### config.mk
export PLATFORM = sky130hd
export DESIGN_NAME = regfile_access_ctrl
export DESIGN_NICKNAME = d
export VERILOG_FILES = /design/src/rtl/regfile_access_ctrl.sv
export SDC_FILE = /design/constraint.sdc
export NUM_CORES = 1
export LEC_CHECK = 0
export CAP_MARGIN = 5
export CORE_MARGIN = 1
export CORE_UTILIZATION = 35
export DETAILED_ROUTE_END_ITERATION = 12
export GPL_TIMING_DRIVEN = 0
export PLACE_DENSITY = 0.81
export SLEW_MARGIN = 5
export SYNTH_ARGS = -nofsm -noshare
export SYNTH_HDL_FRONTEND = slang
export SYNTH_SLANG_ARGS = --single-unit
### constraint.sdc
create_clock -name clk_i -period 1.8 [get_ports clk_i]
set_clock_uncertainty 0.1 [all_clocks]
set_input_delay 0.54 -clock clk_i [delete_from_list [all_inputs] [get_ports clk_i]]
set_output_delay 0.54 -clock clk_i [all_outputs]
set_load 0.02 [all_outputs]
### src/rtl/regfile_access_ctrl.sv
// Register-file access controller: fetches two operands for one decoded instruction,
// hands them to the execute unit, waits (bounded) for the result and writes it back.
module regfile_access_ctrl #(
  parameter int unsigned DATA_WIDTH = 16,
  parameter int unsigned ADDR_WIDTH = 3,
  parameter int unsigned TIMEOUT    = 15
) (
  input  logic                  clk_i,
  input  logic                  rst_i,
  input  logic                  instr_valid_i,
  output logic                  instr_ready_o,
  input  logic [ADDR_WIDTH-1:0] src1_i,
  input  logic [ADDR_WIDTH-1:0] src2_i,
  input  logic [ADDR_WIDTH-1:0] dest_i,
  input  logic                  wb_en_i,
  output logic [ADDR_WIDTH-1:0] rreg1_o,
  output logic [ADDR_WIDTH-1:0] rreg2_o,
  input  logic [DATA_WIDTH-1:0] r1_i,
  input  logic [DATA_WIDTH-1:0] r2_i,
  output logic                  op_valid_o,
  output logic [DATA_WIDTH-1:0] op_a_o,
  output logic [DATA_WIDTH-1:0] op_b_o,
  input  logic                  res_valid_i,
  input  logic [DATA_WIDTH-1:0] res_data_i,
  output logic                  write_enable_o,
  output logic [ADDR_WIDTH-1:0] wreg_o,
  output logic [DATA_WIDTH-1:0] data_in_o,
  output logic                  timeout_err_o
);

  localparam int unsigned CNT_WIDTH = 8;

  typedef enum logic [2:0] {
    S_IDLE,
    S_FETCH,
    S_ISSUE,
    S_WAIT,
    S_WB
  } state_e;

  state_e                state_q;
  logic [CNT_WIDTH-1:0]  cnt_q;
  logic [CNT_WIDTH-1:0]  cnt_d;
  logic                  timeout_hit;
  logic                  instr_ready_q;
  logic [ADDR_WIDTH-1:0] rreg1_q;
  logic [ADDR_WIDTH-1:0] rreg2_q;
  logic [ADDR_WIDTH-1:0] dest_q;
  logic                  wb_en_q;
  logic                  op_valid_q;
  logic [DATA_WIDTH-1:0] op_a_q;
  logic [DATA_WIDTH-1:0] op_b_q;
  logic                  write_enable_q;
  logic [ADDR_WIDTH-1:0] wreg_q;
  logic [DATA_WIDTH-1:0] data_in_q;
  logic                  timeout_err_q;

  // Saturating wait counter; timeout fires on the edge where the count reaches TIMEOUT
  assign cnt_d       = (&cnt_q) ? cnt_q : cnt_q + CNT_WIDTH'(1);
  assign timeout_hit = (cnt_d == CNT_WIDTH'(TIMEOUT));

  always_ff @(posedge clk_i) begin
    if (rst_i) begin
      state_q        <= S_IDLE;
      cnt_q          <= '0;
      instr_ready_q  <= 1'b0;
      rreg1_q        <= '0;
      rreg2_q        <= '0;
      dest_q         <= '0;
      wb_en_q        <= 1'b0;
      op_valid_q     <= 1'b0;
      op_a_q         <= '0;
      op_b_q         <= '0;
      write_enable_q <= 1'b0;
      wreg_q         <= '0;
      data_in_q      <= '0;
      timeout_err_q  <= 1'b0;
    end else begin
      op_valid_q     <= 1'b0;
      write_enable_q <= 1'b0;
      timeout_err_q  <= 1'b0;
      unique case (state_q)
        // Ready is raised one cycle after reset or a timeout abort
        S_IDLE: begin
          if (!instr_ready_q) begin
            instr_ready_q <= 1'b1;
          end else if (instr_valid_i) begin
            rreg1_q       <= src1_i;
            rreg2_q       <= src2_i;
            dest_q        <= dest_i;
            wb_en_q       <= wb_en_i;
            instr_ready_q <= 1'b0;
            state_q       <= S_FETCH;
          end
        end
        S_FETCH: begin
          op_a_q     <= r1_i;
          op_b_q     <= r2_i;
          op_valid_q <= 1'b1;
          state_q    <= S_ISSUE;
        end
        S_ISSUE, S_WAIT: begin
          if (res_valid_i) begin
            data_in_q <= res_data_i;
            if (wb_en_q) begin
              write_enable_q <= 1'b1;
              wreg_q         <= dest_q;
              state_q        <= S_WB;
            end else begin
              instr_ready_q <= 1'b1;
              state_q       <= S_IDLE;
            end
          end else if (state_q == S_ISSUE) begin
            cnt_q   <= '0;
            state_q <= S_WAIT;
          end else begin
            cnt_q <= cnt_d;
            if (timeout_hit) begin
              timeout_err_q <= 1'b1;
              state_q       <= S_IDLE;
            end
          end
        end
        S_WB: begin
          instr_ready_q <= 1'b1;
          state_q       <= S_IDLE;
        end
        default: state_q <= S_IDLE;
      endcase
    end
  end

  assign instr_ready_o  = instr_ready_q;
  assign rreg1_o        = rreg1_q;
  assign rreg2_o        = rreg2_q;
  assign op_valid_o     = op_valid_q;
  assign op_a_o         = op_a_q;
  assign op_b_o         = op_b_q;
  assign write_enable_o = write_enable_q;
  assign wreg_o         = wreg_q;
  assign data_in_o      = data_in_q;
  assign timeout_err_o  = timeout_err_q;

endmodule

==> impl_metrics.sql, run 1 <==
INSERT INTO impl_metrics (metric_group, metric, value, unit) VALUES
('finish', 'fin_nets', '550', ''),
('hold_path', 'hold_path_class', 'reg -> reg', ''),
('floorplanning', 'ios', '123', ''),
('route', 'total_wirelength', '7838', 'um'),
('finish', 'ant_diodes', '0', ''),
('logic_synthesis', 'mappedNetlistNets', '416', ''),
('power_and_ir_drop', 'powerDensity', '791.8', 'nW/um^2'),
('logic_synthesis', 'synth.area.top_cells', 'sky130_fd_sc_hd__dfxtp_1, sky130_fd_sc_hd__nand2_1, sky130_fd_sc_hd__a21oi_1', ''),
('logic_synthesis', 'synth.distinct_cells', '45', ''),
('clocking', 'clkTransAtPathRegs', '0.07', 'ns'),
('sta', 'finalSetupViolCount', '0', ''),
('logic_synthesis', 'synth-main-ff-cell', 'sky130_fd_sc_hd__dfxtp_1', ''),
('finish', 'syn2layout_area_growth', '52.82', '%'),
('sta', 'finalMaxSlewViolations', '0', ''),
('critical_path', 'cp.required', '1.90', 'ns'),
('global_routing', 'pin_count_of_the_biggest_net_entering_global_routing', '13', ''),
('floorplanning', 'floorplan.core_area', '7888', 'sq um'),
('sta', 'clock.fmax', '0.5705', 'GHz'),
('finish', 'mostFrequentLayoutCells', 'sky130_fd_sc_hd__nand2_1, sky130_fd_sc_hd__dfxtp_1, sky130_fd_sc_hd__dlygate4sd2_1, sky130_fd_sc_hd__clkdlybuf4s50_1, sky130_fd_sc_hd__a21oi_1', ''),
('floorplanning', 'num_rows', '32', ''),
('floorplanning', 'die_area', '8727', 'sq um'),
('logic_synthesis', 'synth.cell_area', '2925', 'sq um'),
('sta', 'slew_worst_pin', '0.4966', 'ns'),
('logic_synthesis', 'synth.yosys.warnings', '0', ''),
('finish', 'n_fill_cell', '749', ''),
('sta', 'slew_headroom', '66.89', '%'),
('logic_synthesis', 'synth_top_cell_by_area', 'sky130_fd_sc_hd__dfxtp_1', ''),
('logic_synthesis', 'ys_seq_area_share', '52.01', '%'),
('critical_path', 'timing.critical_path.to_type', 'flop', ''),
('route', 'routed-via-count', '2899', ''),
('critical_path', 'rrSetupSlack', '0.10', 'ns'),
('placed_design', 'post-place-ws', '-0.9208', 'ns'),
('logic_synthesis', 'postSynth.asyncResetShare', '0', '%'),
('placed_design', 'port-buffer-count', '122', ''),
('route', 'post-route-drc-count', '0', ''),
('floorplanning', 'die_w', '93.42', 'um'),
('power_and_ir_drop', 'leakagePower', '1.928', 'nW'),
('floorplanning', 'dieHeight', '93.42', 'um'),
('global_routing', 'number_of_antenna_violations_at_the_first_check_in_global_routing', '0', ''),
('outcome', 'outcome', 'completed', ''),
('clocking', 'clkLatencyLatePin', '0.34', 'ns'),
('finish', 'core_occupancy_in_the_finished_layout', '56.68', '%'),
('critical_path', 'arrival', '1.86', 'ns'),
('logic_synthesis', 'synth_cells', '353', ''),
('logic_synthesis', 'postSynthRegisterBits', '76', ''),
('sta', 'final_critical_path_setup_slack', '0.04719', 'ns'),
('finish', 'layout_commonest_cell', 'sky130_fd_sc_hd__nand2_1', ''),
('sta', 'post-route-period-util', '97.38', '%'),
('route', 'post_detailed_route_via_to_cell_ratio', '4.889', ''),
('hold_path', 'critical_hold_path_startpoint', 'op_a_o[14]', ''),
('floorplanning', 'initial_utilization', '37.09', '%'),
('global_routing', 'global_route.usage.total', '18.45', '%'),
('job', 'max-cap-violations', '0', ''),
('logic_synthesis', 'yosysTopAreaCellShare', '52.01', '%'),
('route', 'number_of_drc_markers_in_iteration_0', '123', ''),
('clocking', 'cts_tree', 'built', ''),
('sta', 'fin_crit', '1.753', 'ns'),
('critical_path', 'start_kind', 'primary input', ''),
('clocking', 'cts_inserted_buffers', '9', ''),
('route', 'wl_per_cell', '13.22', 'um'),
('global_routing', 'global_route.overflow_total', '0', ''),
('power_and_ir_drop', 'peakVddDrop', '0.5822', 'mV'),
('clocking', 'postCtsHoldBufs', '0', ''),
('clocking', 'cts_buffer_depth', '2', ''),
('clocking', 'cts-root-buf', 'sky130_fd_sc_hd__clkbuf_8', ''),
('placed_design', 'hpwl', '5689', 'um'),
('route', 'drt-pass1-iter-count', '4', ''),
('critical_path', 'worst_setup_path_startpoint', 'rst_i', ''),
('logic_synthesis', 'synth-edff-count', '0', ''),
('critical_path', 'critical_path_class', 'in -> reg', ''),
('global_routing', 'first_pass_grt_wire_length', '12710', 'um'),
('finish', 'post_route_cells_drive_above_1_share', '9.165', '%'),
('route', 'antenna_violating_nets_post_route', '0', ''),
('logic_synthesis', 'avgSynthCellArea', '8.287', 'sq um'),
('clocking', 'cts_num_sinks', '76', ''),
('placed_design', 'gp_congestion', '0.8337', ''),
('global_routing', 'via_count_of_the_first_global_routing_pass', '2740', ''),
('critical_path', 'worstPathMaxFanout', '10', ''),
('critical_path', 'crit-reg2reg-launch', 'cnt_q[4]', ''),
('clocking', 'h-tree-depth', '3', ''),
('sta', 'hold_violations', '0', '');
==> registers in the layout (all words and copies together), names as in the netlist <==
signal          cells
wb_en_q             1
rreg2_o             3
rreg1_o             3
timeout_err_o       1
wreg_o              3
cnt_q               8
op_valid_o          1
data_in_o          16
write_enable_o      1
op_a_o             16
instr_ready_o       1
dest_q              3
op_b_o             16
state_q             3
==> kinds of logic after synthesis <==
logic type | Yosys count | share of synthesized area (%)
multiplexers | 11 | 3.764
AND/OR/NAND/NOR | 159 | 24.25
AO/OA/AOI/OAI | 77 | 14.93
buffers and inverters | 27 | 4.020
flip-flops | 76 | 52.01
XOR/XNOR | 2 | 0.5989
adder cells (fa/ha/maj) | 1 | 0.4276
==> where the power goes <==
group | leakage, nW | total [mW] | internal (mW) | switching [mW]
Clock | 0.0979 | 1.26 | 0.663 | 0.599
Combinational | 1.21 | 0.495 | 0.246 | 0.248
Sequential | 0.616 | 1.78 | 1.74 | 0.0392
==> path summary, 6_finish.rpt <==
path | to | cells past startpoint
max | op_b_o[15] | 4
min | op_a_o[14] | 2
max reg2reg | state_q[1] | 4
min reg2reg | op_a_o[14] | 2
==> cell usage after synthesis, types with 2 or more instances <==
cell type                    n
sky130_fd_sc_hd__nand2_1   102
sky130_fd_sc_hd__dfxtp_1    76
sky130_fd_sc_hd__a21oi_1    59
sky130_fd_sc_hd__nor2_1     23
sky130_fd_sc_hd__clkbuf_1   18
sky130_fd_sc_hd__mux2i_1    11
sky130_fd_sc_hd__nand3_1     6
sky130_fd_sc_hd__buf_2       4
sky130_fd_sc_hd__nand4_1     4
sky130_fd_sc_hd__a31oi_1     3
sky130_fd_sc_hd__inv_1       3
sky130_fd_sc_hd__a41o_1      2
sky130_fd_sc_hd__and2_1      2
sky130_fd_sc_hd__nand2b_1    2
sky130_fd_sc_hd__nand4b_1    2
sky130_fd_sc_hd__nor3_1      2
sky130_fd_sc_hd__o21a_1      2
sky130_fd_sc_hd__o21ai_0     2
sky130_fd_sc_hd__o22ai_1     2
sky130_fd_sc_hd__or3_1       2
sky130_fd_sc_hd__xnor2_1     2
==> critical path: stages <==
cell	delay [ns]
sky130_fd_sc_hd__clkdlybuf4s50_1	0.56
sky130_fd_sc_hd__clkbuf_4	0.24
sky130_fd_sc_hd__clkbuf_1	0.42
sky130_fd_sc_hd__a21oi_1	0.09
==> final cells by class <==
class	instances	area [sq um]	area share (%)
Clock inverter	5	52.55	1.175
Buffer	22	118.9	2.659
Timing Repair Buffer	125	1170	26.17
Inverter	3	11.26	0.2519
Sequential cell	76	1523	34.06
Clock buffer	10	137.6	3.079
Multi-Input combinational cell	250	1330	29.75
Tap cell	102	127.6	2.855
==> metal layers <==
layer	vias to the layer above	GRT usage (%)	part of all wire [%]
met5	-	0	0
met4	0	4.872	1.3
met3	8	7.236	9.1
met2	106	32.78	49
met1	1325	20.40	40
li1	1460	-	-
==> per-stage QoR <==
step / cells / hold WS, ns / instance area, sq um / total power [mW] / TNS [ns]
after detailed placement: 577 / 0.3463 / 4274 / 2.347 / -35.11
after global routing: 593 / 0.3711 / 4471 / 3.729 / -0.01027
after global placement: 577 / 0.3415 / 4274 / 2.336 / -33.90
after floorplan: 353 / 0.3432 / 2925 / 2.053 / 0
after CTS: 591 / 0.3547 / 4408 / 3.588 / 0
final: 593 / 0.3544 / 4471 / 3.540 / 0
==> what timing repair did <==
item                       4_1_cts  5_1_grt
gates resized for setup         72       15
hold endpoints to repair         0        0
setup endpoints to repair      117       33
buffers inserted                 0        3
Power figures use the tool's default switching activity.
==> run 2: changes to the inputs <==
--- a/config.mk
+++ b/config.mk
@@ -5,11 +5,11 @@
 export SDC_FILE = /design/constraint.sdc
 export NUM_CORES = 1
 export LEC_CHECK = 0
+export ABC_AREA = 1
 export CAP_MARGIN = 5
 export CORE_MARGIN = 1
 export CORE_UTILIZATION = 35
 export DETAILED_ROUTE_END_ITERATION = 12
-export GPL_TIMING_DRIVEN = 0
 export PLACE_DENSITY = 0.81
 export SLEW_MARGIN = 5
 export SYNTH_ARGS = -nofsm -noshare
==> run 2 against run 1 <==
Compared with the run above:
- flip-flop and latch count unchanged
- critical path depth shrank 3
- sequential share of layout area down 0.16 points
- count of clock-buffer cells in the layout fell by 1
- critical path type is now reg -> out
- largest power group unchanged
==> impl_metrics.sql, run 2 <==
INSERT INTO impl_metrics (metric_group, metric, value, unit) VALUES
('global_routing', 'via_count_of_the_first_global_routing_pass', '2848', ''),
('power_and_ir_drop', 'peakVddDrop', '0.6773', 'mV'),
('sta', 'slew_worst_pin', '0.3654', 'ns'),
('logic_synthesis', 'synth-main-ff-cell', 'sky130_fd_sc_hd__dfxtp_1', ''),
('placed_design', 'port-buffer-count', '122', ''),
('critical_path', 'timing.critical_path.buf_inv', '1', ''),
('logic_synthesis', 'synth.yosys.warnings', '0', ''),
('hold_path', 'hold_path_class', 'reg -> reg', ''),
('clocking', 'cts_resized', '61', ''),
('clocking', 'cts_num_sinks', '76', ''),
('power_and_ir_drop', 'clock_power_share', '31.8', '%'),
('critical_path', 'start_kind', 'flop', ''),
('clocking', 'cts_buffer_depth', '2', ''),
('logic_synthesis', 'yosysTopAreaCellShare', '51.79', '%'),
('hold_path', 'critical_hold_path_startpoint', 'data_in_o[11]', ''),
('clocking', 'cts-root-buf', 'sky130_fd_sc_hd__clkbuf_8', ''),
('logic_synthesis', 'ys_seq_area_share', '51.79', '%'),
('floorplanning', 'die_area', '8764', 'sq um'),
('power_and_ir_drop', 'p_total', '5.015', 'mW'),
('sta', 'slew_headroom', '75.64', '%'),
('global_routing', 'number_of_antenna_violations_at_the_first_check_in_global_routing', '0', ''),
('global_routing', 'first_pass_grt_wire_length', '12730', 'um'),
('critical_path', 'worstPathMaxFanout', '2', ''),
('clocking', 'number_of_setup_buffers_added_after_cts', '0', ''),
('floorplanning', 'initial_utilization', '35.94', '%'),
('critical_path', 'crit-reg2reg-launch', 'cnt_q[1]', ''),
('logic_synthesis', 'synth.area.top_cells', 'sky130_fd_sc_hd__dfxtp_1, sky130_fd_sc_hd__nor2_1, sky130_fd_sc_hd__o21ai_0', ''),
('route', 'total_wirelength', '7771', 'um'),
('power_and_ir_drop', 'leakagePower', '2.077', 'nW'),
('critical_path', 'cp.required', '1.16', 'ns'),
('route', 'post-route-drc-count', '0', ''),
('floorplanning', 'die_w', '93.62', 'um'),
('sta', 'finalSetupTns', '0', 'ns'),
('finish', 'syn2layout_area_growth', '53.02', '%'),
('power_and_ir_drop', 'comb_power_share', '27.1', '%'),
('power_and_ir_drop', 'powerDensity', '1116', 'nW/um^2'),
('logic_synthesis', 'mappedNetlistNets', '449', ''),
('clocking', 'h-tree-depth', '3', ''),
('critical_path', 'timing.critical_path.to_type', 'primary output', ''),
('logic_synthesis', 'synth-edff-count', '0', ''),
('finish', 'layout_commonest_cell', 'sky130_fd_sc_hd__nor2_1', ''),
('sta', 'timing.hold.ws', '0.3435', 'ns'),
('finish', 'post_route_cells_drive_above_1_share', '9.249', '%'),
('finish', 'instances_no_fill', '624', ''),
('floorplanning', 'num_rows', '33', ''),
('logic_synthesis', 'synth_top_cell_by_area', 'sky130_fd_sc_hd__dfxtp_1', ''),
('floorplanning', 'dieHeight', '93.62', 'um'),
('global_routing', 'pin_count_of_the_biggest_net_entering_global_routing', '34', ''),
('job', 'max-cap-violations', '0', ''),
('power_and_ir_drop', 'netSwitchingPower', '1.600', 'mW'),
('floorplanning', 'ios', '123', ''),
('global_routing', 'global_route.usage.total', '18.43', '%'),
('global_routing', 'global_route.overflow_total', '0', ''),
('placed_design', 'hpwl', '5600', 'um'),
('sta', 'clock.fmax', '0.5910', 'GHz'),
('route', 'routed-via-count', '2879', ''),
('route', 'wl_per_cell', '12.45', 'um'),
('outcome', 'outcome', 'completed', ''),
('route', 'post_detailed_route_via_to_cell_ratio', '4.614', ''),
('sta', 'hold_violations', '0', ''),
('placed_design', 'number_of_placed_instances_with_taps_included', '608', ''),
('critical_path', 'critical_path_class', 'reg -> out', ''),
('logic_synthesis', 'postSynthRegisterBits', '76', ''),
('critical_path', 'ordered_cell_list_for_the_critical_path', 'dlygate4sd2_1', ''),
('finish', 'fin_nets', '577', ''),
('critical_path', 'path_delay_family', 'buffers and inverters', ''),
('route', 'drt-pass1-iter-count', '6', ''),
('logic_synthesis', 'synth_cells', '386', ''),
('clocking', 'clkTransAtPathRegs', '0.08', 'ns'),
('logic_synthesis', 'synth.cell_area', '2938', 'sq um'),
('sta', 'post-route-period-util', '94.01', '%'),
('sta', 'final_critical_path_setup_slack', '0.1079', 'ns'),
('critical_path', 'crit_path_max_incr_delay', '0.38', 'ns'),
('clocking', 'clkLatencyLatePin', '0.34', 'ns'),
('logic_synthesis', 'synth.most_common_cell', 'sky130_fd_sc_hd__nor2_1', ''),
('sta', 'fin_crit', '1.692', 'ns'),
('logic_synthesis', 'synth_commonest_cells', 'sky130_fd_sc_hd__nor2_1, sky130_fd_sc_hd__dfxtp_1, sky130_fd_sc_hd__o21ai_0, sky130_fd_sc_hd__nand2_1, sky130_fd_sc_hd__inv_1', ''),
('finish', 'mostFrequentLayoutCells', 'sky130_fd_sc_hd__nor2_1, sky130_fd_sc_hd__dfxtp_1, sky130_fd_sc_hd__o21ai_0, sky130_fd_sc_hd__clkdlybuf4s50_1, sky130_fd_sc_hd__dlygate4sd2_1', ''),
('logic_synthesis', 'postSynth.asyncResetShare', '0', '%'),
('route', 'number_of_drc_markers_in_iteration_0', '107', ''),
('placed_design', 'gp_congestion', '0.8060', ''),
('route', 'antenna_violating_nets_post_route', '0', ''),
('floorplanning', 'floorplan.core_area', '8175', 'sq um'),
('clocking', 'cts_tree', 'built', ''),
('power_and_ir_drop', 'switching_share', '31.90', '%'),
('critical_path', 'arrival', '1.05', 'ns'),
('critical_path', 'cell_with_the_biggest_individual_delay_on_the_critical_path', 'sky130_fd_sc_hd__dlygate4sd2_1', ''),
('critical_path', 'worst_setup_path_startpoint', 'wreg_o[0]', ''),
('logic_synthesis', 'synth.distinct_cells', '24', ''),
('clocking', 'cts_inserted_buffers', '9', ''),
('placed_design', 'post-place-ws', '-0.09174', 'ns'),
('finish', 'ant_diodes', '0', ''),
('sta', 'finalSetupViolCount', '0', ''),
('logic_synthesis', 'avgSynthCellArea', '7.611', 'sq um'),
('sta', 'finalMaxSlewViolations', '0', ''),
('power_and_ir_drop', 'p_int', '3.415', 'mW'),
('clocking', 'postCtsHoldBufs', '0', ''),
('power_and_ir_drop', 'power.sequential.fraction', '41.2', '%'),
('sta', 'grt_setup_unrepaired', 'false', '');
[run 2: cell types whose count changed after synthesis, sizes merged, moves of 11 or more]
cell   change
mux2i     -11
nor2      +81
nand2     -57
a21oi     -29
inv       +31
o21ai     +63
[run 2: worst register-to-register path, delay by kind of cell (launching register included)]
kind	cells	cell delay, ns
AO/OA/AOI/OAI	1	0.05
adder cells (fa/ha/maj)	1	0.21
flip-flops	1	0.37
AND/OR/NAND/NOR	8	0.83
[run 2: cell families after synthesis]
logic type	Yosys count	synth area share, %
AND/OR/NAND/NOR	161	23.51
AO/OA/AOI/OAI	96	16.70
flip-flops	76	51.79
buffers and inverters	51	7.283
XOR/XNOR	1	0.2982
adder cells (fa/ha/maj)	1	0.4258
[run 2: area by class of cell]
class                      instances  area (sq um)
inverter                          34         127.6
clock inverter                     7         123.9
sequential                        76          1524
clock buffer                       9         123.9
tap                              105         131.4
fill                             785          3680
multi-input combinational        259          1205
timing repair buffer             134          1260
[run 2: metal layers]
| metal | wire length, um | vias up | track usage [%] | share of wire [%] |
|---|---|---|---|---|
| li1 | - | 1481 | - | - |
| met1 | 3287 | 1295 | 21.12 | 42 |
| met2 | 3755 | 91 | 32.11 | 48 |
| met3 | 613 | 12 | 5.366 | 7.9 |
| met4 | 115 | 0 | 7.179 | 1.5 |
| met5 | 0 | - | 0 | 0 |
[run 2: power by group through the flow]
stage	combinational [mW]	clock, mW	sequential (mW)
finish	1.36	1.59	2.06
global route	1.50	1.69	2.10
CTS	1.38	1.63	2.07
detailed placement	1.53	0	2.11
global placement	1.50	0	2.10
floorplan	0.482	0	2.40
[run 2: worst paths after layout]
path / endpoint / slack (ns) / cells past startpoint
max: wreg_o[0] / 0.11 / 1
min reg2reg: data_in_o[11] / 0.34 / 2
max reg2reg: state_q[1] / 0.13 / 10
min: data_in_o[11] / 0.34 / 2
[run 2: stage by stage]
| stage | cell area [sq um] | utilization, % |
|---|---|---|
| after floorplan | 2938 | - |
| after global placement | 4319 | 52.83 |
| after detailed placement | 4319 | 52.83 |
| after CTS | 4491 | 54.93 |
| after global routing | 4496 | 54.99 |
| final | 4496 | 54.99 |
==> run 3: changes to the inputs <==
--- a/config.mk
+++ b/config.mk
@@ -8,9 +8,11 @@
 export ABC_AREA = 1
 export CAP_MARGIN = 5
 export CORE_MARGIN = 1
-export CORE_UTILIZATION = 35
+export CORE_UTILIZATION = 38
+export CTS_CLUSTER_SIZE = 30
 export DETAILED_ROUTE_END_ITERATION = 12
-export PLACE_DENSITY = 0.81
+export PLACE_DENSITY = 0.86
+export SETUP_SLACK_MARGIN = 0.1
 export SLEW_MARGIN = 5
 export SYNTH_ARGS = -nofsm -noshare
 export SYNTH_HDL_FRONTEND = slang
==> run 3 against run 2 <==
Compared with the run above:
- sequential share of layout area up 0.28 points
- wire length decreased by 1.7%
- design area is 0.50% lower
- clock power decreased by 13%
- via count is 0.73% higher
- register-to-register slack improved by 0.07 ns
- combinational power hardly changed
- non-clock buffer count stayed put
- fmax grew 1.5%
==> impl_metrics.sql, run 3 (synthesis results as in run 2) <==
INSERT INTO impl_metrics (metric_group, metric, value, unit) VALUES
('outcome', 'outcome', 'completed', ''),
('clocking', 'cts_num_sinks', '76', ''),
('sta', 'slew_headroom', '82.82', '%'),
('floorplanning', 'dieHeight', '89.93', 'um'),
('clocking', 'clkTransAtPathRegs', '0.08', 'ns'),
('placed_design', 'post-place-ws', '-0.09894', 'ns'),
('clocking', 'cts_buffer_depth', '2', ''),
('finish', 'syn2layout_area_growth', '52.26', '%'),
('clocking', 'cts_inserted_buffers', '9', ''),
('floorplanning', 'initial_utilization', '39.86', '%'),
('route', 'antenna_violating_nets_post_route', '0', ''),
('global_routing', 'pin_count_of_the_biggest_net_entering_global_routing', '35', ''),
('global_routing', 'number_of_antenna_violations_at_the_first_check_in_global_routing', '0', ''),
('floorplanning', 'num_rows', '31', ''),
('floorplanning', 'floorplan.core_area', '7370', 'sq um'),
('global_routing', 'global_route.usage.total', '19.36', '%'),
('critical_path', 'arrival', '1.03', 'ns'),
('critical_path', 'worstPathMaxFanout', '2', ''),
('route', 'number_of_drc_markers_in_iteration_0', '115', ''),
('route', 'post-route-drc-count', '0', ''),
('global_routing', 'first_pass_grt_wire_length', '12810', 'um'),
('critical_path', 'path_delay_family', 'buffers and inverters', ''),
('job', 'max-cap-violations', '0', ''),
('critical_path', 'start_kind', 'flop', ''),
('clocking', 'clkLatencyLatePin', '0.34', 'ns'),
('placed_design', 'gp_congestion', '0.8374', ''),
('floorplanning', 'ios', '123', ''),
('clocking', 'cts_tree', 'built', ''),
('critical_path', 'cp.required', '1.16', 'ns'),
('critical_path', 'crit_path_max_incr_delay', '0.36', 'ns'),
('hold_path', 'hold_path_class', 'reg -> reg', ''),
('sta', 'fin_crit', '1.668', 'ns'),
('global_routing', 'via_count_of_the_first_global_routing_pass', '2820', ''),
('critical_path', 'ordered_cell_list_for_the_critical_path', 'dlygate4sd2_1', ''),
('finish', 'post_route_cells_drive_above_1_share', '9.441', '%'),
('sta', 'finalSetupTns', '0', 'ns'),
('power_and_ir_drop', 'powerDensity', '1080', 'nW/um^2'),
('critical_path', 'timing.critical_path.buf_inv', '1', ''),
('sta', 'final_critical_path_setup_slack', '0.1323', 'ns'),
('route', 'drt-pass1-iter-count', '4', ''),
('placed_design', 'port-buffer-count', '122', ''),
('sta', 'clock.fmax', '0.5996', 'GHz'),
('clocking', 'cts-root-buf', 'sky130_fd_sc_hd__clkbuf_8', ''),
('sta', 'finalMaxSlewViolations', '0', ''),
('clocking', 'h-tree-depth', '3', ''),
('critical_path', 'cell_with_the_biggest_individual_delay_on_the_critical_path', 'sky130_fd_sc_hd__dlygate4sd2_1', ''),
('finish', 'fin_nets', '577', ''),
('placed_design', 'hpwl', '5543', 'um'),
('critical_path', 'critical_path_class', 'reg -> out', ''),
('global_routing', 'global_route.overflow_total', '0', ''),
('finish', 'n_fill_cell', '671', ''),
('finish', 'regArea', '1529', 'sq um'),
('floorplanning', 'die_area', '8087', 'sq um'),
('clocking', 'postCtsHoldBufs', '0', ''),
('sta', 'post-route-period-util', '92.65', '%'),
('floorplanning', 'die_w', '89.93', 'um'),
('critical_path', 'timing.critical_path.to_type', 'primary output', ''),
('route', 'routed-via-count', '2900', ''),
('sta', 'slew_worst_pin', '0.2578', 'ns'),
('clocking', 'number_of_setup_buffers_added_after_cts', '0', ''),
('route', 'wl_per_cell', '12.36', 'um'),
('sta', 'grt_setup_unrepaired', 'false', ''),
('finish', 'area_taken_by_multi_input_logic_gates', '1215', 'sq um'),
('sta', 'hold_violations', '0', ''),
('sta', 'finalSetupViolCount', '0', ''),
('power_and_ir_drop', 'leakagePower', '2.006', 'nW'),
('finish', 'ant_diodes', '0', ''),
('finish', 'mostFrequentLayoutCells', 'sky130_fd_sc_hd__nor2_1, sky130_fd_sc_hd__dfxtp_1, sky130_fd_sc_hd__o21ai_0, sky130_fd_sc_hd__clkdlybuf4s50_1, sky130_fd_sc_hd__dlygate4sd2_1', ''),
('route', 'total_wirelength', '7639', 'um'),
('finish', 'layout_commonest_cell', 'sky130_fd_sc_hd__nor2_1', ''),
('route', 'post_detailed_route_via_to_cell_ratio', '4.693', ''),
('power_and_ir_drop', 'peakVddDrop', '0.5835', 'mV');
## run 3: cell types whose count changed in the layout (fill, tap and decap cells not counted), sizes merged
cell,before,now
clkinv,3,4
clkdlybuf4s15,0,15
bufinv,3,2
clkinvlp,0,1
clkbuf,9,10
dlygate4sd2,61,45
inv,35,34
## run 3: area by class of cell
| class | count | share of cell area, % |
|---|---|---|
| sequential | 76 | 34.18 |
| clock inverter | 7 | 2.042 |
| multi-input combinational | 259 | 27.16 |
| timing repair buffer | 134 | 28.22 |
| clock buffer | 9 | 2.769 |
| tap | 99 | 2.769 |
| inverter | 34 | 2.853 |
## run 3: where the power goes
group	internal (mW)	switching [mW]
clock	0.776	0.616
combinational	0.548	0.821
sequential	1.95	0.122
total	3.27	1.56
## run 3: per-stage QoR
| step | std cells | hold WS (ns) | util [%] | power [mW] | area, sq um |
|---|---|---|---|---|---|
| after global routing | 618 | 0.3692 | 60.70 | 5.105 | 4473 |
| final | 618 | 0.3436 | 60.70 | 4.829 | 4473 |
| after floorplan | 386 | 0.3291 | - | 2.880 | 2938 |
| after detailed placement | 602 | 0.3369 | 58.34 | 3.648 | 4299 |
| after global placement | 602 | 0.3306 | 58.34 | 3.602 | 4299 |
| after CTS | 618 | 0.3468 | 60.22 | 4.879 | 4438 |
## run 3: layer usage
layer,up-vias,wire [um],global-route usage (%)
li1,1480,-,-
met1,1326,3271,22.10
met2,86,3834,34.68
met3,8,456,4.992
met4,0,77,7.124
met5,-,0,0
## run 3: path summary, 6_finish.rpt
path	start	to	slack (ns)	cells after the start
setup / recovery	wreg_o[1]	wreg_o[1]	0.13	1
hold / removal	data_in_o[11]	data_in_o[11]	0.34	2
setup reg to reg	cnt_q[0]	state_q[1]	0.20	10
hold reg to reg	data_in_o[11]	data_in_o[11]	0.34	2
## run 3: timing repair
| item | CTS | global route |
|---|---|---|
| endpoints found under the setup margin | 61 | 19 |
| pin swaps | 0 | 1 |
| gates resized for setup | 61 | 23 |
